===== config.mk =====
export PLATFORM = sky130hd
export DESIGN_NAME = seq_multiplier
export DESIGN_NICKNAME = d
export VERILOG_FILES = /design/src/rtl/mul_pkg.sv /design/src/rtl/mul_operand_cond.sv /design/src/rtl/seq_multiplier.sv
export SDC_FILE = /design/constraint.sdc
export NUM_CORES = 1
export LEC_CHECK = 0
export ABC_CLOCK_PERIOD_IN_PS = 11700
export CAP_MARGIN = 10
export CORE_MARGIN = 4
export CORE_UTILIZATION = 50
export DETAILED_ROUTE_END_ITERATION = 10
export PLACE_DENSITY_LB_ADDON = 0.12
export SLEW_MARGIN = 30
export SYNTH_ARGS = -nofsm -noshare
export SYNTH_HDL_FRONTEND = slang
export SYNTH_SLANG_ARGS = --single-unit

===== constraint.sdc =====
create_clock -name clk -period 11.7 [get_ports clk]
set_input_delay 2.34 -clock clk [delete_from_list [all_inputs] [get_ports clk]]
set_output_delay 2.34 -clock clk [all_outputs]
set_load 0.01 [all_outputs]

===== src/rtl/mul_pkg.sv =====
// Shared encodings for the sequential multiplier: op codes, FSM states and a parameter check.
package mul_pkg;

    localparam logic [1:0] MUL_OP_MUL    = 2'b00;
    localparam logic [1:0] MUL_OP_MULH   = 2'b01;
    localparam logic [1:0] MUL_OP_MULHSU = 2'b10;
    localparam logic [1:0] MUL_OP_MULHU  = 2'b11;

    typedef enum logic [1:0] {
        IDLE = 2'd0,
        CALC = 2'd1,
        DONE = 2'd2
    } mul_state_t;

    function automatic bit width_ok(input int width, input int step);
        return (width > 0) && (step > 0) && ((width % step) == 0);
    endfunction

endpackage


===== src/rtl/mul_operand_cond.sv =====
// Operand conditioning: per-op sign flags and unsigned magnitudes of a and b.
// Purely combinational; the most-negative value maps to 2^(WIDTH-1).
module mul_operand_cond
    import mul_pkg::*;
#(
    parameter int WIDTH = 32
) (
    input  logic [1:0]       op,
    input  logic [WIDTH-1:0] a,
    input  logic [WIDTH-1:0] b,
    output logic [WIDTH-1:0] mag_a,
    output logic [WIDTH-1:0] mag_b,
    output logic             sa,
    output logic             sb
);

    always_comb begin
        sa    = a[WIDTH-1] & ((op == MUL_OP_MULH) || (op == MUL_OP_MULHSU));
        sb    = b[WIDTH-1] & (op == MUL_OP_MULH);
        mag_a = sa ? (-a) : a;
        mag_b = sb ? (-b) : b;
    end

endmodule


===== src/rtl/seq_multiplier.sv =====
// Shift-add RV32M multiplier retiring STEP multiplier bits per cycle; out_valid rises WIDTH/STEP edges after accept.
// One op in flight; the result is held in DONE until out_ready, flush discards anything in flight.
module seq_multiplier
    import mul_pkg::*;
#(
    parameter int WIDTH = 32,
    parameter int STEP  = 1
) (
    input  logic                 clk,
    input  logic                 rst,
    input  logic                 in_valid,
    output logic                 in_ready,
    input  logic [1:0]           op,
    input  logic [WIDTH-1:0]     a,
    input  logic [WIDTH-1:0]     b,
    input  logic                 flush,
    output logic                 out_valid,
    input  logic                 out_ready,
    output logic [WIDTH-1:0]     result,
    output logic [2*WIDTH-1:0]   product
);

    localparam int N     = WIDTH / STEP;
    localparam int CNT_W = (N > 1) ? $clog2(N) : 1;
    localparam logic [CNT_W-1:0] LAST = CNT_W'(N - 1);

    generate
        if (!width_ok(WIDTH, STEP)) begin : g_bad_cfg
            $error("seq_multiplier: WIDTH must be a positive multiple of STEP");
        end
    endgenerate

    mul_state_t         state, state_next;
    logic               accept, last;
    logic               low_half, neg;
    logic [2*WIDTH-1:0] a_sh, acc, partial, acc_next, fin;
    logic [WIDTH-1:0]   b_sh;
    logic [CNT_W-1:0]   cnt;

    logic [WIDTH-1:0]   c_mag_a, c_mag_b;
    logic               c_sa, c_sb;

    mul_operand_cond #(.WIDTH(WIDTH)) u_cond (
        .op    (op),
        .a     (a),
        .b     (b),
        .mag_a (c_mag_a),
        .mag_b (c_mag_b),
        .sa    (c_sa),
        .sb    (c_sb)
    );

    always_ff @(posedge clk or posedge rst) begin
        if (rst) state <= IDLE;
        else     state <= state_next;
    end

    always_comb begin
        state_next = state;
        in_ready   = 1'b0;
        out_valid  = 1'b0;
        accept     = 1'b0;
        last       = 1'b0;
        case (state)
            IDLE: begin
                in_ready = 1'b1;
                if (in_valid && !flush) begin
                    accept     = 1'b1;
                    state_next = CALC;
                end
            end
            CALC: begin
                if (cnt == LAST) begin
                    last       = 1'b1;
                    state_next = DONE;
                end
            end
            DONE: begin
                out_valid = 1'b1;
                if (out_ready) state_next = IDLE;
            end
            default: state_next = IDLE;
        endcase
        // Flush wins over everything, including the final CALC edge, so no partial result escapes.
        if (flush) begin
            state_next = IDLE;
            last       = 1'b0;
        end
    end

    // a_sh carries |a| pre-shifted to the weight of the current multiplier chunk.
    always_comb begin
        partial = '0;
        for (int i = 0; i < STEP; i++) begin
            if (b_sh[i]) partial = partial + (a_sh << i);
        end
        acc_next = acc + partial;
        fin      = neg ? (-acc_next) : acc_next;
    end

    always_ff @(posedge clk or posedge rst) begin
        if (rst) begin
            low_half <= 1'b0;
            neg      <= 1'b0;
            a_sh     <= '0;
            b_sh     <= '0;
            acc      <= '0;
            cnt      <= '0;
            product  <= '0;
            result   <= '0;
        end else if (accept) begin
            low_half <= (op == MUL_OP_MUL);
            neg      <= c_sa ^ c_sb;
            a_sh     <= {{WIDTH{1'b0}}, c_mag_a};
            b_sh     <= c_mag_b;
            acc      <= '0;
            cnt      <= '0;
        end else if (state == CALC && !flush) begin
            acc  <= acc_next;
            a_sh <= a_sh << STEP;
            b_sh <= b_sh >> STEP;
            cnt  <= cnt + CNT_W'(1);
            if (last) begin
                product <= fin;
                result  <= low_half ? fin[WIDTH-1:0] : fin[2*WIDTH-1:WIDTH];
            end
        end
    end

endmodule


* Yosys cells after proc, flatten, opt, wreduce, memory -nomap -nowiden
Index checks and enable logic that the tools add are counted.
** Word-level totals
- Bits in registers :: 265
- Input bits :: 71
- Output and inout bits :: 98
- Logic and storage cells :: 60
** Operators by class
- $add $sub $neg :: 5
- Eq/ne operators :: 8
- Multiplexer cells :: 25
- Bitwise operators :: 4
- Reductions and logical operators :: 9
** Operators with widths (number)
- $mux 64 :: 6
- $mux 32 :: 5
- $add 64x64->64 :: 1
- $neg 32->32 :: 2
- $neg 64->64 :: 1
- $mux 5 :: 2
- $ne 3x3->1 const B :: 3
- $mux 2 :: 4
- $mux 1 :: 7
- $pmux 2 s3 :: 1
- $reduce_and 3->1 :: 2
- $add 5x1->5 const B :: 1
- $eq 5x5->1 const B :: 1
- $eq 2x1->1 const B :: 2
- $eq 2x2->1 const B :: 2
- $logic_not 2->1 :: 2
- $and 1x1->1 :: 2
- $logic_and 1x1->1 :: 2
- $reduce_bool 2->1 :: 1
- $logic_not 1->1 :: 1
- $logic_or 1x1->1 :: 1
- $not 1->1 :: 1
- $xor 1x1->1 :: 1

* Longest topological paths before layout
- Depth in word-level cells :: 6
- Mapped depth :: 20
- Mapped depth without buffers :: 16

* Cells and area by module
A second synthesis with hierarchy kept.
** Unflattened totals
- Cells, all modules :: 2338
- Area, all modules :: 18758.0 um2
** Modules (own cells, without submodules)
- seq_multiplier :: instances 1, cells each 2120, area an instance 17396.7 um2, seq. area each 6631.4 um2
- mul_operand_cond :: instances 1, cells each 218, area an instance 1361.3 um2, seq. area each 0.0 um2

* Worst setup path after synthesis
No wires, ideal clock.
- Path type :: input to register
- From :: input b[10]
- To :: register b_sh[25]
- Setup time :: 141 ps
- Arrival :: 5269 ps
- Data required time :: 11559 ps
- Path slack :: 6290 ps
- Stages on the path :: 10
- Path buffers :: 0
- Path through :: or3_1 -> or4_1 -> or3_1 -> or4_1 -> or3_1 -> o41ai_1 -> nand2_1 -> xor2_1 -> nor2_1 -> a31oi_1
** Between the ends
- Cells in the longest elaborated chain, start to end :: 3
** Ends and longest elaborated chain
- start: declaration :: line seq_multiplier.sv:15 : input logic [WIDTH-1:0] b,
- $neg 32->32 :: line mul_operand_cond.sv:21 : mag_b = sb ? (-b) : b;
- $mux 32 :: line mul_operand_cond.sv:21
- $mux 32 :: line seq_multiplier.sv:111 : end else if (accept) begin
- end signal: assignment :: line seq_multiplier.sv:115 : b_sh <= c_mag_b;
- end signal: assignment :: line seq_multiplier.sv:121 : b_sh <= b_sh >> STEP;
- end: declaration :: line seq_multiplier.sv:37 : logic [WIDTH-1:0] b_sh;
Every way passes these cells.
A chain may end at the register's enable or synchronous reset.

* Worst setup path in the final report
- From :: register b_sh[0]
- To :: register result[25]
** Between the ends
- Cells in the longest elaborated chain, start to end :: 5
** Ends and longest elaborated chain
- $mux 64 (*) :: line seq_multiplier.sv:95 : if (b_sh[i]) partial = partial + (a_sh << i);
- $add 64x64->64 (*) :: line seq_multiplier.sv:97 : acc_next = acc + partial;
- $neg 64->64 :: line seq_multiplier.sv:98 : fin = neg ? (-acc_next) : acc_next;
- $mux 64 (*) :: line seq_multiplier.sv:98
- $mux 32 (*) :: line seq_multiplier.sv:125 : result <= low_half ? fin[WIDTH-1:0] : fin[2*WIDTH-1:WIDTH];
- end signal: assignment :: line seq_multiplier.sv:125
- end: declaration :: line seq_multiplier.sv:19 : output logic [WIDTH-1:0] result,
Mark *: on every way between the ends. The rest lies on a longest branch, timed or not.

==> key figures <==
CTS
  – Hold buffers post-CTS: 0
  – CTS tree: built
  – Root Buffer: clkbuf_16
  – CTS Buffer Depth: 3
  – Worst-Skew Late Latency: 0.58 ns
  – Postcts setup bufs: 0
  – Clock Pin Slew Worst Setup and Hold Paths: 0.07 ns
  – Number of buffers inserted during clock tree synthesis: 30
  – Clk sinks: 265
  – Post-CTS Resized: 0
  – CTS HTree Levels: 1

Layout
  – Layout Utilization: 0.591
  – Layout Cells excl Fill: slightly below 3k
  – ANT cells: 0
  – Ratio of cells with drive above 1 in the final layout: 0.0498
  – Post-route cell area: approximately 22,000 um2
  – Synthesis-to-layout area growth: 16.5%
  – Final net count: ~2.6k

Routing
  – DRT iter0 DRCs: about 1.4k
  – Final ANT Viol Nets: 0
  – Vias: 17.9k
  – Vias/cell: 6.15
  – Wirelength, routed: between 50 and 60 mm
  – Drt first pass iters: 6
  – Wire length per cell: ~20 um
  – DRC Markers: 0

Worst setup path
  – CP required: roughly 12 ns
  – Reg-to-Reg End: result[25]
  – Worst path slowest cell: or4_1
  – Startpoint types: flip-flop
  – CP max stage delay: 0.62 ns
  – R2R depth: 17
  – Critical path class: reg2reg
  – Crit path capture type: flip-flop
  – Worst path arrival time: 6.86 ns
  – RR Startpoint: b_sh[0]
  – Flop2flop setup slack: 5.37 ns
  – Critical path's top delay family: simple AND/OR/NAND/NOR gates
  – CP bufs+invs: 2
  – Setup crit start: b_sh[0]
  – CP Cell Sequence: buf_4, and2_1, ha_1, inv_1, fa_1, nand2b_1, a21oi_1, o21a_1, a41o_1, nor2_1, o211ai_1, or3b_2, or4_1, nor4_1, mux2_2, a2111oi_0, a21o_1
  – Critical-path maximum fanout: 64

Logic synthesis
  – Most instantiated cells after synthesis: 447 x nand2_1, 265 x dfrtp_1, 190 x nor2_1, 178 x o21ai_0, 170 x a21oi_1
  – Syn nets: roughly 2.5k
  – Post-synth top area cell: dfrtp_1
  – EDFF count, synth: 0
  – Synth area leaders: dfrtp_1 36%, nand2_1 9.0%, o21ai_0 4.8%, ha_1 4.7%, a21oi_1 4.6%
  – Yosys cell types: between 80 and 90
  – Gate Count Post-Synth: 2,338
  – Asr flop ratio synth: 1.00
  – Yosys top cell area share: 0.356
  – Synth Flop Type: dfrtp_1
  – Synth Register Bits: roughly 270
  – Seq/Total Area, Yosys: 0.356
  – YS warnings: 0
  – Mapped Area: 18,600 um2
  – Most frequent cell after synthesis: nand2_1
  – Avg Cell Area, Syn: ~8 um2

Floorplan
  – Rows: 70
  – Die extent in x: roughly 200 um
  – DIE AREA: a little over 40,000 um2
  – Chip Height: 201 um
  – Num ports: approximately 170
  – Initial core utilization: 0.507
  – CORE AREA: around 37,000 um2

Power and ir drop
  – Sequential share of power: 0.337
  – Pint: 0.00198 W
  – Sw frac: 0.373
  – Comb power frac: 0.335
  – Clock Power Share: 0.329
  – Worst vdd ir: ~93 uV
  – Switching pwr: between 0.001 and 0.0015 W
  – LEAKAGE: between 9 and 10 nW
  – P per Cell Area: 146 nW/um2

Placement
  – DP HPWL: about 45 mm
  – Placed instance area: slightly above 20,000 um2
  – Placed Cells: roughly 2.9k
  – IO Port Bufs: ~170
  – GPL Wtd Cong: 0.953

STA
  – Slew margin rel.: 0.350
  – Setup-failing EPs final: 0
  – Max Slew Vio Count: 0
  – Max Fclk: about 160 MHz
  – Final hold vios: 0
  – Worst Skew: 0.0247 ns
  – Sum Neg Setup Slack: 0 ns
  – Final worst path period share: 0.541
  – Hold_ws: about 0.47 ns
  – Worst Tran Pin Value: just under 1 ns
  – Post-layout min period: ~6.3 ns
  – RSZ-0062 raised after global routing: false

GRT
  – Total grt overflow: 0
  – GRT Util Overall: 0.283
  – Vias in the first global route: ~17k
  – Initial antenna violation count: 0
  – Pin count of the biggest net entering global routing: approximately 110
  – First-pass GRT wire length: 94.2 mm

Job
  – MaxCap Viol Count: 0

Worst hold path
  – Min-Delay Startpoint: b_sh[0]
  – Hold Path End: b_sh[0]
  – Hold path depth: 2
  – Hold crit path type: reg2reg

Status
  – Run status: complete, no violations
-- cell families (layout without fill, tap and decap cells) --
family,Yosys count,in the layout,synth area share
AND/OR/NAND/NOR,961,961,0.239
AO/OA/AOI/OAI,702,702,0.239
flip-flops,265,265,0.356
buffers and inverters,164,274,0.0337
XOR/XNOR,159,159,0.0748
adder cells (fa/ha/maj),71,71,0.0481
multiplexers,16,16,0.00901
-- metal layers --
layer  global-route usage  vias up  share of wire
met5                    0        -              0
met2                0.446      612           0.45
met4               0.0583        0          0.021
met1                0.426     8644           0.47
met3               0.0283       82          0.063
li1                     -     8590              -
-- power by group through the flow --
stage	clock (W)	combinational [W]	sequential, W
2_1_floorplan	0	0.000722	0.00106
3_3_place_gp	0	0.00101	0.00108
3_5_place_dp	0	0.00103	0.00108
4_1_cts	0.00105	0.00104	0.00106
5_1_grt	0.00109	0.00115	0.00107
6_report	0.00104	0.00106	0.00106
-- worst register-to-register path: cells and delay by family (launching register included) --
kind / cells / cell delay (ns)
mux: 1 / 0.39
compound gates: 6 / 2.15
buf+inv: 2 / 0.51
flops: 1 / 0.34
fa+ha+maj: 2 / 0.60
simple gates: 6 / 2.29
-- flip-flops by register name, summed over array words and instances, names as in the netlist --
register and flops:
a_sh 64, acc 64, b_sh 32, cnt 5, low_half 1, neg 1, product 64, result 32
state 2
-- final cells by class --
type                    count  area [um2]
clock buffers              43         901
clock inverters            12         190
fillers                  3444       15000
inverters                  30         120
multi-input cells        1909       11400
flip-flops and latches    265        6630
well taps                 468         586
repair buffers            189        1860
-- placed cells by master, fill, tap and decap left out, types with 15 or more instances in the layout --
cell,Yosys,routed
o211ai_1,21,21
inv_1,29,28
nand2_1,447,445
clkdlybuf4s50_1,0,168
a22o_1,48,48
xnor2_1,83,83
nor4_1,22,22
nand4_1,29,29
nor3_1,33,33
buf_4,0,18
o21ai_0,178,178
o21ai_1,25,25
o41ai_1,18,18
or4_1,25,25
nand3_1,40,40
xor2_1,76,76
clkbuf_16,0,31
o21a_1,15,15
a21oi_1,170,170
o31ai_1,27,27
a21o_1,22,22
a31oi_1,69,69
or3_1,22,22
or2_2,16,16
dfrtp_1,265,264
ha_1,70,70
and2_1,75,74
nor2_1,190,189
-- how the worst max path moves through the flow --
| stage | endpoint | slack, ns | cells past startpoint |
|---|---|---|---|
| global placement | b_sh[29] | 5.54 | 11 |
| CTS | result[25] | 5.47 | 17 |
| detailed placement | b_sh[29] | 5.51 | 11 |
| finish | result[25] | 5.37 | 17 |
| floorplan | a_sh[0] | 2.06 | 1 |
| global route | result[25] | 5.00 | 17 |
-- per-stage QoR --
step / setup WS (ns) / power [W]
3_5_place_dp: 5.51 / 0.00211
5_1_grt: 5.00 / 0.00332
6_report: 5.37 / 0.00316
4_1_cts: 5.47 / 0.00315
2_1_floorplan: 2.06 / 0.00178
3_3_place_gp: 5.54 / 0.00209
Power figures use the tool's default switching activity.
==> patch (config.mk and constraints unchanged) <==
`WIDTH` is set to 32 in 2 places; all go to 16.
--- a/src/rtl/mul_operand_cond.sv
+++ b/src/rtl/mul_operand_cond.sv
@@ -4,5 +4,5 @@
     import mul_pkg::*;
 #(
-    parameter int WIDTH = 32
+    parameter int WIDTH = 16
 ) (
     input  logic [1:0]       op,
--- a/src/rtl/seq_multiplier.sv
+++ b/src/rtl/seq_multiplier.sv
@@ -4,5 +4,5 @@
     import mul_pkg::*;
 #(
-    parameter int WIDTH = 32,
+    parameter int WIDTH = 16,
     parameter int STEP  = 1
 ) (
Ports: changed (resized a, b, product and result); port bits go from 169 to 89. The function was not compared with the original's and may differ.
==> patch against the original RTL <==
- design area fell by 50%
- wire length fell by 60%
- total power fell by 45%
- largest cell class unchanged
- sequential share of layout area rose by 0.86 points
- clock power fell by 46%
- worst setup slack improved by 1.3 ns
- via count fell by 54%
- critical path type unchanged
- combinational power fell by 43%
- highest routed layer unchanged
- area after synthesis fell by 51%
- sequential cell count fell by 129
==> patch: results (changes against the original RTL) <==
* Status: completed
* # fillers at 1660 (-52%)
* # port buffers at 88 (-48%)
* Reg clk slew, reported paths at 0.06 ns
* Part of the Yosys area used for sequential elements at 37.1% (+1.5 points)
* Top flop regs: a_sh (32), acc (32), product (32)
* First-pass GRT wire length at 39200 um (-58%)
* Pleak at 0.00485 uW (-49%)
* Arr. time, crit path at 5.29 ns (-1.57 ns)
* DP Area at 0.0102 mm2 (-50%)
* Global Route Usage Sum at 23.6% (-4.7 points)
* Largest net degree at the start of global routing at 83 (-25%)
* Library cells used by synthesis at 71 (-12%)
* Tightest Pin Transition at 0.893 ns (-0.0714 ns)
* CTS Buffer Depth at 2 (-1)
* Routed wl met2 at 10900 um (-59%)
* Worst path top cell family by delay: compound AO/OA/AOI/OAI gates
* VDD IR max at 0.103 mV (+11%)
* Post-DP HPWL at 17400 um (-61%)
* Final GP Congestion at 0.897 (-5.8%)
* Met1 Wirelength at 11200 um (-60%)
* Total number of vias at 8190 (-54%)
* CP max FO at 33 (-48%)
* Post-Route Skew at 0.0125 ns (-0.0121 ns)
* Worst hold path class: register to register
* Max H-tree Level at 4 (+3)
* Commonest cells post-synth: nand2_1 (214), dfrtp_1 (136), nor2_1 (79)
* DR top layer: met4
* DRT Pass-1 Iters at 5 (-1)
* Crit path launch: b_sh[0]
* Pre-CTS WS at 6.67 ns (+1.16 ns)
* Num CTS Buffers at 17 (-43%)
* Starting DRT DRC Count at 694 (-49%)
* Vias in the first global route at 7727 (-54%)
* Met3 WL post-DR at 1320 um (-65%)
* Clk Latency, worst-skew pair at 0.43 ns (-0.15 ns)
* Worst hold path startpoint: product[11]
* Layout cell share with drive strength beyond 1 at 5.01% (+0.029 points)
* Synth top area cells: dfrtp_1 (37%), nand2_1 (8.8%), ha_1 (5.0%), xor2_1 (3.8%), o21ai_0 (3.6%)
* Fraction of registers with async set/reset at 100% (unchanged)
* Slowest CP cell: dfrtp_1
* Slowest cell delay on critical path at 0.86 ns (+0.24 ns)
* Setup bufs post-CTS at 0 (unchanged)
* Final wirelength at 23900 um (-60%)
* Synthesized Nets at 1187 (-52%)
patch: changes by cell type in the layout (fill, tap and decap cells not counted), moves of 24 or more:
| cell | unedited run | this run |
|---|---|---|
| nor2_1 | 189 | 78 |
| and2_1 | 74 | 45 |
| xnor2_1 | 83 | 33 |
| dfrtp_1 | 264 | 136 |
| ha_1 | 70 | 37 |
| a22o_1 | 48 | 24 |
| xor2_1 | 76 | 40 |
| o21ai_0 | 178 | 66 |
| a21oi_1 | 170 | 64 |
| clkdlybuf4s50_1 | 168 | 88 |
| nand2_1 | 445 | 214 |
| a31oi_1 | 69 | 29 |
patch: final cells by class:
class	count	area, um2	share of cell area (%)
clock buffers	22	474	4.38
clock inverters	10	143	1.32
inverters	20	80.1	0.740
multi-input cells	891	5470	50.6
flip-flops and latches	136	3400	31.5
well taps	229	287	2.65
repair buffers	98	960	8.87
patch: path summary, 6_finish.rpt:
check,end,slack (ns),cells after the start
setup / recovery,product[30],6.72,11
setup reg to reg,product[30],6.72,11
max in group asynchronous,acc[17],8.06,3
hold / removal,product[11],0.48,2
min in group asynchronous,product[17],2.43,2
hold reg to reg,product[11],0.48,2
patch: kinds of logic (layout without fill, tap and decap cells):
kind of cell | Yosys count | after routing | share of synthesized area [%]
and+or+nand+nor | 455 | 455 | 22.9
AOI/OAI and AO/OA | 310 | 310 | 22.7
DFF | 136 | 136 | 37.1
buffers and inverters | 83 | 150 | 3.42
xor gates and xnor gates | 73 | 73 | 6.96
adders and majority gates | 38 | 38 | 5.26
muxes | 15 | 15 | 1.69
patch: power breakdown:
part,total [uW],internal [uW],switching [uW]
logic,604,224,380
clock network,562,353,209
registers,572,524,48.1
total,1740,1100,637
patch: worst min-delay path, stage by stage, from the launching register on:
cell and delay [ns]:
dfrtp_1 0.34, nand2_1 0.05, nand2_1 0.05
patch: layer usage:
layer / up-vias / track usage [%]
met5: - / 0
met4: 0 / 6.54
met3: 33 / 3.99
met2: 248 / 37.8
met1: 3827 / 33.4
li1: 4082 / -
patch: per-stage QoR:
step	total power, uW	cells
4_1_cts	1740	1405
5_1_grt	1840	1406
2_1_floorplan	1010	1110
3_3_place_gp	1170	1373
6_report	1740	1406
3_5_place_dp	1170	1373
